===== src/rtl/mem_arbiter.sv =====
// mem_arbiter: shares one single-port, fixed-latency memory between the
// fetch port (IF) and the load/store port (DM), one access at a time.
module mem_arbiter #(
    parameter int ADDR_W  = 32,
    parameter int DATA_W  = 32,
    parameter int LATENCY = 2
) (
    input  logic              clk,
    input  logic              reset,
    input  logic              if_req,
    input  logic [ADDR_W-1:0] if_addr,
    output logic [DATA_W-1:0] if_rdata,
    output logic              if_ready,
    input  logic              dm_req,
    input  logic              dm_wen,
    input  logic [ADDR_W-1:0] dm_addr,
    input  logic [DATA_W-1:0] dm_wdata,
    output logic [DATA_W-1:0] dm_rdata,
    output logic              dm_ready,
    output logic              mem_en,
    output logic              mem_wen,
    output logic [ADDR_W-1:0] mem_addr,
    output logic [DATA_W-1:0] mem_wdata,
    input  logic [DATA_W-1:0] mem_rdata
);

    typedef enum logic [1:0] {
        S_IDLE,
        S_ISSUE,
        S_WAIT
    } state_t;

    localparam logic       P_IF     = 1'b0;
    localparam logic       P_DM     = 1'b1;
    localparam logic [3:0] CNT_INIT = 4'(LATENCY - 1);

    state_t            r_state;
    state_t            w_state_nxt;
    logic              r_owner;
    logic              r_last;
    logic [3:0]        r_cnt;
    logic [3:0]        w_cnt_nxt;
    logic              r_wen;
    logic [ADDR_W-1:0] r_addr;
    logic [DATA_W-1:0] r_wdata;
    logic              w_grant;
    logic              w_gnt_port;
    logic              w_done;

    // On contention the port that did not win last time gets the memory
    assign w_gnt_port = dm_req & (~if_req | (r_last == P_IF));
    assign w_grant    = (r_state == S_IDLE) & (if_req | dm_req);

    always_comb begin
        w_state_nxt = r_state;
        w_cnt_nxt   = r_cnt;
        w_done      = 1'b0;
        mem_en      = 1'b0;
        unique case (r_state)
            S_IDLE: begin
                if (w_grant) begin
                    w_state_nxt = S_ISSUE;
                end
            end
            S_ISSUE: begin
                mem_en      = 1'b1;
                w_cnt_nxt   = CNT_INIT;
                w_state_nxt = S_WAIT;
            end
            S_WAIT: begin
                if (r_cnt == 4'd0) begin
                    w_done      = 1'b1;
                    w_state_nxt = S_IDLE;
                end else begin
                    w_cnt_nxt = r_cnt - 4'd1;
                end
            end
            default: begin
                w_state_nxt = S_IDLE;
            end
        endcase
    end

    always_ff @(posedge clk or negedge reset) begin
        if (!reset) begin
            r_state <= S_IDLE;
            r_owner <= P_IF;
            r_last  <= P_IF;
            r_cnt   <= 4'd0;
            r_wen   <= 1'b0;
            r_addr  <= '0;
            r_wdata <= '0;
        end else begin
            r_state <= w_state_nxt;
            r_cnt   <= w_cnt_nxt;
            if (w_grant) begin
                r_owner <= w_gnt_port;
                r_last  <= w_gnt_port;
                r_wen   <= w_gnt_port & dm_wen;
                r_addr  <= w_gnt_port ? dm_addr : if_addr;
                r_wdata <= w_gnt_port ? dm_wdata : '0;
            end
        end
    end

    // Command registers hold past completion until the next grant
    assign mem_wen   = r_wen;
    assign mem_addr  = r_addr;
    assign mem_wdata = r_wdata;

    assign if_ready  = w_done & (r_owner == P_IF);
    assign dm_ready  = w_done & (r_owner == P_DM);
    assign if_rdata  = mem_rdata;
    assign dm_rdata  = mem_rdata;

endmodule


===== config.mk =====
export PLATFORM = sky130hd
export DESIGN_NAME = mem_arbiter
export DESIGN_NICKNAME = d
export VERILOG_FILES = /design/src/rtl/mem_arbiter.sv
export SDC_FILE = /design/constraint.sdc
export NUM_CORES = 1
export LEC_CHECK = 0
export CELL_PAD_IN_SITES_DETAIL_PLACEMENT = 1
export CELL_PAD_IN_SITES_GLOBAL_PLACEMENT = 2
export CORE_ASPECT_RATIO = 1.1
export CORE_MARGIN = 10
export CORE_UTILIZATION = 18
export DETAILED_ROUTE_END_ITERATION = 8
export PLACE_DENSITY = 0.83
export SLEW_MARGIN = 20
export SYNTH_ARGS = -nofsm -noshare
export SYNTH_HDL_FRONTEND = slang
export SYNTH_SLANG_ARGS = --single-unit

===== constraint.sdc =====
create_clock -name clk -period 1.8 [get_ports clk]
set_input_delay 0.36 -clock clk [delete_from_list [all_inputs] [get_ports clk]]
set_output_delay 0.36 -clock clk [all_outputs]
set_load 0.01 [all_outputs]

# Yosys cells after proc, flatten, opt, wreduce, memory -nomap -nowiden
# Index checks and enable logic that the tools add are counted.
# word_totals
out_inout_bits	132
in_bits	133
regBits	72
# classes
muxes	10
add_sub_neg	1
reduce_logical	5
n_eq_ne	5
bitwise_logic	9
# op_table
op	n
$mux W32	2
$pmux W4 S2	1
$ne A2 B2 Y1 const B	3
$pmux W2 S3	1
$and A1 B1 Y1	5
$logic_not A4 Y1	1
$mux W2	2
$mux W4	1
$reduce_and A2 Y1	2
$sub A4 B1 Y4 const B	1
$mux W1	3
$eq A2 B1 Y1 const B	1
$eq A2 B2 Y1 const B	1
$logic_not A2 Y1	1
$not A1 Y1	2
$or A1 B1 Y1	2
$reduce_bool A2 Y1	1

# Logic depth before layout (Yosys ltp)
# Gate-level depths: netlist of run 1.
# depth
word_depth	4
depth_mapped	6
mapped_depth_nobuf	5

# Worst setup path before layout of run 1
# OpenSTA, ideal clock, no wires.
# synth_path
path_kind	reg2out
startpoint	register r_cnt[0]
endpoint	output port if_ready
stages_incl_launch_ff	5
setup_slack_ns	0.128
n_path_buf	0
t_arrival_ns	1.312
required_time_ns	1.440
cell_sequence	dfrtp_1 > inv_1 > ha_1 > or3b_1 > nor3_1
# synth_via
elab_chain_cells	4
# synth_rtl
item	line_no	rtl
start: declaration	41	logic [3:0] r_cnt;
start signal: assignment	95	r_cnt <= w_cnt_nxt;
$logic_not A4 Y1	71	if (r_cnt == 4'd0) begin
$mux W1	71	
$mux W1	59	unique case (r_state)
$and A1 B1 Y1	111	assign if_ready = w_done & (r_owner == P_IF);
end: declaration	13	output logic if_ready,
# No other way between the ends.

# Final worst setup path of run 1
# layout_path
startpoint	register r_cnt[1]
endpoint	output port if_ready
# Same word-level chain as after synthesis.

==> impl_metrics.csv, run 1 <==
group,metric,value,unit
cts,cts.sinks,72,
sta,clock_skew,8.04,ps
critical_path,crit_path_start_kind,"register",
placed_design,dp_hpwl,10500,um
critical_path,worst_r2r_end,"r_cnt[1]$_DFFE_PN0P_",
route,routed_wire_per_std_cell,18.5,um
power,power_per_standard_cell_area,1690,nW/um2
placed_design,placement.io_buffers,168,
cts,cts_tree,"built",
critical_path,crit_path_top_delay_cell,"dfrtp_1",
floorplanning,placeableCoreArea,19700,um2
cts,numCtsBuffers,9,
cts,clk_transition_reported_paths,60,ps
layout,num-nets-final,614,
route,drt_iter0_markers,67,
critical_path,critical_path_class,"register to output pin",
global_route,globalRouteMet3Util,3.82,%
floorplanning,die-width,154,um
critical_path,worst_r2r_startpoint,"r_cnt[1]$_DFFE_PN0P_",
floorplanning,fp.dieH,168,um
synthesis,synth.lib_cells_used.distinct,33,
power,peakVddDrop,0.753,mV
synthesis,synth_edf_count,0,
sta,max_slew.worst_pin.slew,510,ps
route,routed_vias,3150,
placed_design,placed_cells,714,
global_route,grt_antenna_before_repair,0,
synthesis,syn-instance-count,358,
floorplanning,ios,265,
synthesis,synth.cell_area,3580,um2
min_path,holdCritStartpoint,"mem_wdata[4]$_DFFE_PN0P_",
critical_path,biggest_cell_delay_along_the_critical_path,410,ps
outcome,failed_checks,"setup timing",
critical_path,cp.arrival,1590,ps
synthesis,post_syn_area_per_cell,10.0,um2
outcome,outcome,"complete, but fails checks",
route,postRouteWirelength,13600,um
layout,areaGrowthSynthToFinish,57.6,%
placed_design,gpl.final_weighted_congestion,0.814,
sta,setup_viol_count_final,2,
global_route,wire_length_of_the_first_global_routing_pass,21100,um
synthesis,yosysMostFrequentCell,"dfrtp_1",
synthesis,ys_top_cells_by_area,"dfrtp_1, buf_4, a22o_1",
synthesis,yosys_register_bits,72,
cts,clockRootBuffer,"clkbuf_16",
cts,h-tree-depth,3,
global_route,gr-usage-met1,11.5,%
critical_path,cp_max_fo,3,
floorplanning,floorplan.die_area,25900,um2
synthesis,synth-async-reset-ratio,100,%
sta,grt_setup_unrepaired,"yes",
synthesis,post_synth_most_frequent_cells,"dfrtp_1, nand2_1, buf_4",
critical_path,critPathTopFamily,"simple AND/OR/NAND/NOR gates",
sta,finalWorstPathRequiredPeriod,1950,ps
flow_run,max_cap_violations,0,
global_route,grt_overflow,0,
cts,clockBufferDepth,2,
layout,antenna_cells,0,
cts,clock_latency,340,ps
sta,max_slew_margin,66.0,%
route,detailedRoute.firstPassIterationCount,4,
critical_path,critPathBufInv,2,
min_path,hold_end,"mem_wdata[4]$_DFFE_PN0P_",
power,power_leakage,0.00235,uW
floorplanning,initial_core_util,18.1,%
min_path,holdPathStages,1,
route,drcViolationCount,0,
critical_path,timing.critical_path.cells,"inv_2, ha_4, or3b_4, nor3_2, buf_2",
sta,final_max_slew_violation_count,0,
sta,timing.final.ws_setup,-148,ps
min_path,min_path_type,"register to register",
floorplanning,std_cell_rows,54,
critical_path,worst-r2r-setup-slack,150,ps
global_route,track_usage,10.2,%
sta,timing.fmax,0.513,GHz
route,detail_route.vias_per_cell,4.27,
layout,final_layout_size_suffix_gt1_share,12.8,%
layout,layout.cells.non_filler,737,
global_route,gr-usage-met2,16.6,%
sta,hold_vio_cnt_final,0,
synthesis,dominantRegCellSynth,"dfrtp_1",
synthesis,yosysTopAreaCellShare,50.3,%
global_route,grt_busiest_layer,"met2",
synthesis,yosysSeqAreaShare,50.3,%
placed_design,dp_slack,-341,ps
global_route,via_count_of_the_first_global_routing_pass,3568,
synthesis,synth_fp_nets,492,
critical_path,timing.reg2reg.worst_path_depth,8,
critical_path,worst-endpoint-required,1440,ps
route,ant_nets,0,
sta,fin_crit_sh,108,%
synthesis,synth.largest_area_cell,"dfrtp_1",
critical_path,critPathCaptureType,"output pin",
synthesis,synth_warn,0,
global_route,grt_start_max_net_pins,39,
==> placed cells by master, fill, tap and decap left out, types with 2 or more instances in the layout <==
cell type,count
clkdlybuf4s50_1,164
dfrtp_1,71
nand2_1,67
a21oi_1,33
a31oi_1,33
a22o_1,33
buf_4,22
buf_12,10
clkbuf_16,9
nand2b_1,4
inv_2,3
or3_1,2
o211ai_1,2
clkbuf_8,2
buf_2,2
==> logic make-up after synthesis <==
group           Yosys count  synth area share [%]
compound gates          108                  20.5
buf+inv                  93                  18.2
flops                    72                  50.3
simple gates             84                  10.7
fa+ha+maj                 1                 0.349
==> how the worst max path moves through the flow <==
stage,startpoint,endpoint,cells past startpoint
2_1_floorplan,r_cnt[0]$_DFFE_PN0P_,if_ready,4
3_5_place_dp,r_cnt[1]$_DFFE_PN0P_,if_ready,5
6_report,r_cnt[1]$_DFFE_PN0P_,if_ready,5
4_1_cts,r_cnt[1]$_DFFE_PN0P_,if_ready,5
5_1_grt,r_cnt[1]$_DFFE_PN0P_,if_ready,5
3_3_place_gp,r_cnt[1]$_DFFE_PN0P_,if_ready,5
==> stage by stage <==
stage	total power [uW]	hold slack, ps	utilization, %	setup TNS (ps)	area [um2]
floorplan	5010	64.4	-	0	3580
global placement	7450	352	26.7	-426	5260
detailed placement	7640	369	26.7	-580	5260
CTS	9680	508	28.5	-260	5630
global route	10200	526	28.6	-397	5640
finish	9530	504	28.6	-244	5640
==> routing by layer <==
| metal | wire [um] | share of wire (%) |
|---|---|---|
| met1 | 5760 | 42 |
| met4 | 400 | 2.9 |
| met2 | 6370 | 47 |
| met3 | 1070 | 7.9 |
| met5 | 0 | 0 |
==> sequential cells by signal (all words and copies together), names as in the netlist <==
signal     flops
r_cnt          4
r_state        2
r_last         1
mem_wen        1
mem_addr      32
mem_wdata     32
==> where the power goes <==
part / total, uW / internal, uW / switching [uW]
clock: 1870 / 1150 / 717
combinational: 4770 / 2620 / 2150
sequential: 2890 / 2410 / 478
total: 9530 / 6180 / 3350
==> final cells by class <==
| cell class | count | area [um2] |
|---|---|---|
| Fill cell | 2202 | 14100 |
| Clock buffer | 12 | 256 |
| Tap cell | 252 | 315 |
| Inverter | 4 | 15.0 |
| Sequential cell | 72 | 1800 |
| Clock inverter | 4 | 51.3 |
| Multi-Input combinational cell | 193 | 1170 |
| Timing Repair Buffer | 200 | 2040 |
==> timing repair <==
item / CTS / global route
endpoints found under the setup margin: 3 / 2
gates resized for setup: 19 / 0
pin swaps: 2 / 1
buffers inserted: 4 / 2
hold endpoints to repair: 9 / 0
hold buffers: 1 / 0
No activity file was read; power rests on OpenSTA's default activity.
==> run 2: changes to the inputs <==
--- a/config.mk
+++ b/config.mk
@@ -5,6 +5,7 @@
 export SDC_FILE = /design/constraint.sdc
 export NUM_CORES = 1
 export LEC_CHECK = 0
+export CAP_MARGIN = 20
 export CELL_PAD_IN_SITES_DETAIL_PLACEMENT = 1
 export CELL_PAD_IN_SITES_GLOBAL_PLACEMENT = 2
 export CORE_ASPECT_RATIO = 1.1
==> results of run 2 <==
No change in the layout: final DEF, timing and power equal those of run 1.
==> run 3: changes to the inputs <==
--- a/config.mk
+++ b/config.mk
@@ -9,10 +9,12 @@
 export CELL_PAD_IN_SITES_DETAIL_PLACEMENT = 1
 export CELL_PAD_IN_SITES_GLOBAL_PLACEMENT = 2
 export CORE_ASPECT_RATIO = 1.1
-export CORE_MARGIN = 10
+export CORE_MARGIN = 1
 export CORE_UTILIZATION = 18
+export CTS_CLUSTER_DIAMETER = 50
 export DETAILED_ROUTE_END_ITERATION = 8
 export PLACE_DENSITY = 0.83
+export RECOVER_POWER = 100
 export SLEW_MARGIN = 20
 export SYNTH_ARGS = -nofsm -noshare
 export SYNTH_HDL_FRONTEND = slang
==> run 3 against run 2 <==
The flow still finishes with violations (setup timing). Combinational power shrank 0.8%. Clock power is 26% higher. Clock-buffer cell count fell by 3. Setup slack got worse by 24 ps. Hold slack lost 1.8 ps. Critical endpoint unchanged.
==> impl_metrics.csv, run 3 (synthesized netlist as in run 1, its figures left out) <==
group,metric,value,unit
route,detail_route.vias_per_cell,4.30,
cts,clk_transition_reported_paths,60,ps
global_route,grt_overflow,0,
floorplanning,placeableCoreArea,19300,um2
floorplanning,fp.dieH,150,um
cts,clockBufferDepth,2,
min_path,min_path_type,"register to register",
floorplanning,die-width,136,um
placed_design,dp_hpwl,8640,um
route,routed_vias,3168,
floorplanning,floorplan.die_area,20500,um2
critical_path,cp_max_fo,2,
sta,timing.final.ws_setup,-172,ps
sta,finalHoldWorstSlack,502,ps
global_route,wire_length_of_the_first_global_routing_pass,17800,um
route,routed_wire_per_std_cell,16.1,um
power,peakVddDrop,0.567,mV
sta,max_slew_margin,36.9,%
power,power_leakage,0.00240,uW
flow_run,max_cap_violations,0,
placed_design,placement.io_buffers,168,
layout,final_area,5720,um2
outcome,outcome,"complete, but fails checks",
power,power_per_standard_cell_area,1740,nW/um2
sta,fin_crit_sh,110,%
critical_path,worst-endpoint-required,1440,ps
cts,clockRootBuffer,"clkbuf_16",
critical_path,cp.arrival,1610,ps
global_route,via_count_of_the_first_global_routing_pass,3354,
floorplanning,initial_core_util,18.6,%
layout,most_common_cell_after_layout_fill_and_taps_aside,"clkdlybuf4s50_1",
layout,fin_util,29.7,%
min_path,holdPathStages,1,
layout,layout.cells.non_filler,737,
placed_design,gpl.final_weighted_congestion,0.835,
layout,antenna_cells,0,
placed_design,placed_cells,710,
sta,grt_setup_unrepaired,"yes",
route,ant_nets,0,
outcome,failed_checks,"setup timing",
route,drt_iter0_markers,89,
critical_path,timing.reg2reg.worst_path_depth,7,
cts,h-tree-depth,3,
cts,cts_tree,"built",
layout,num-nets-final,619,
layout,final_layout_size_suffix_gt1_share,13.9,%
global_route,grt_antenna_before_repair,0,
sta,clock_skew,5.62,ps
sta,timing.fmax,0.507,GHz
sta,final_max_slew_violation_count,0,
cts,cts.sinks,72,
layout,areaGrowthSynthToFinish,59.9,%
global_route,track_usage,11.5,%
sta,setup_viol_count_final,2,
route,drcViolationCount,0,
cts,clock_latency,330,ps
placed_design,detailed_place.area,5220,um2
sta,max_slew.worst_pin.slew,947,ps
floorplanning,ios,265,
route,postRouteWirelength,11900,um
critical_path,crit_path_start_kind,"register",
route,detailedRoute.firstPassIterationCount,4,
sta,hold_vio_cnt_final,0,
critical_path,critPathCaptureType,"output pin",
layout,layout_common_cells,"clkdlybuf4s50_1, dfrtp_1, nand2_1",
global_route,grt_start_max_net_pins,38,
sta,finalWorstPathRequiredPeriod,1970,ps
critical_path,critical_path_class,"register to output pin",
floorplanning,std_cell_rows,53,
cts,numCtsBuffers,9,
run 3: cell count changes in the layout (fill, tap and decap cells not counted), moves of 2 or more:
cell | previous run | this run
clkinv_4 | 0 | 2
buf_4 | 22 | 28
buf_12 | 10 | 6
bufinv_16 | 1 | 5
run 3: critical path, stage by stage, from the launching register on:
cell and delay, ps:
dfrtp_1 400, inv_2 80, ha_4 130, or3b_4 370, nor3_2 150, buf_2 150
run 3: worst paths after layout:
kind                                                start  slack, ps                   endpoint
min in group asynchronous                           reset        710  mem_wdata[26]$_DFFE_PN0P_
max in group asynchronous                           reset        170  mem_wdata[24]$_DFFE_PN0P_
worst min-delay path            mem_wdata[28]$_DFFE_PN0P_        500  mem_wdata[28]$_DFFE_PN0P_
worst max register to register       r_cnt[0]$_DFFE_PN0P_        140       r_cnt[0]$_DFFE_PN0P_
worst max-delay path                 r_cnt[0]$_DFFE_PN0P_       -170                   if_ready
worst min register to register  mem_wdata[28]$_DFFE_PN0P_        500  mem_wdata[28]$_DFFE_PN0P_
run 3: repair_timing:
item                       CTS  global route
pin swaps                    3             2
setup buffers                7             3
hold endpoints to repair     1             0
gates cloned                 0             0
gates resized for setup     17             2
hold buffers                 1             0
setup endpoints to repair    3             2
run 3: cell type report:
class / count / area (um2)
inverters: 4 / 15.0
flip-flops and latches: 72 / 1800
clock inverters: 7 / 168
fillers: 2181 / 13600
clock buffers: 9 / 225
multi-input cells: 193 / 1170
repair buffers: 205 / 2030
well taps: 247 / 309
run 3: routing by layer:
layer / GRT usage, % / vias to the layer above / part of all wire (%)
li1: - / 1447 / -
met1: 13.0 / 1543 / 40
met2: 19.4 / 152 / 49
met3: 4.30 / 26 / 9.0
met4: 4.56 / 0 / 2.4
met5: 0 / - / 0
run 3: per-stage QoR:
stage	TNS [ps]	power, uW	worst slack (ps)
floorplan	0	5010	128
global placement	-457	7360	-243
detailed placement	-680	7500	-346
CTS	-283	10100	-170
global route	-3300	10700	-243
finish	-263	9970	-172
run 3: power by group:
part | total, uW | switching (uW) | leakage, uW | internal [uW]
registers | 2890 | 475 | 0.000874 | 2410
logic | 4730 | 2100 | 0.00134 | 2630
clock network | 2350 | 714 | 0.000190 | 1640
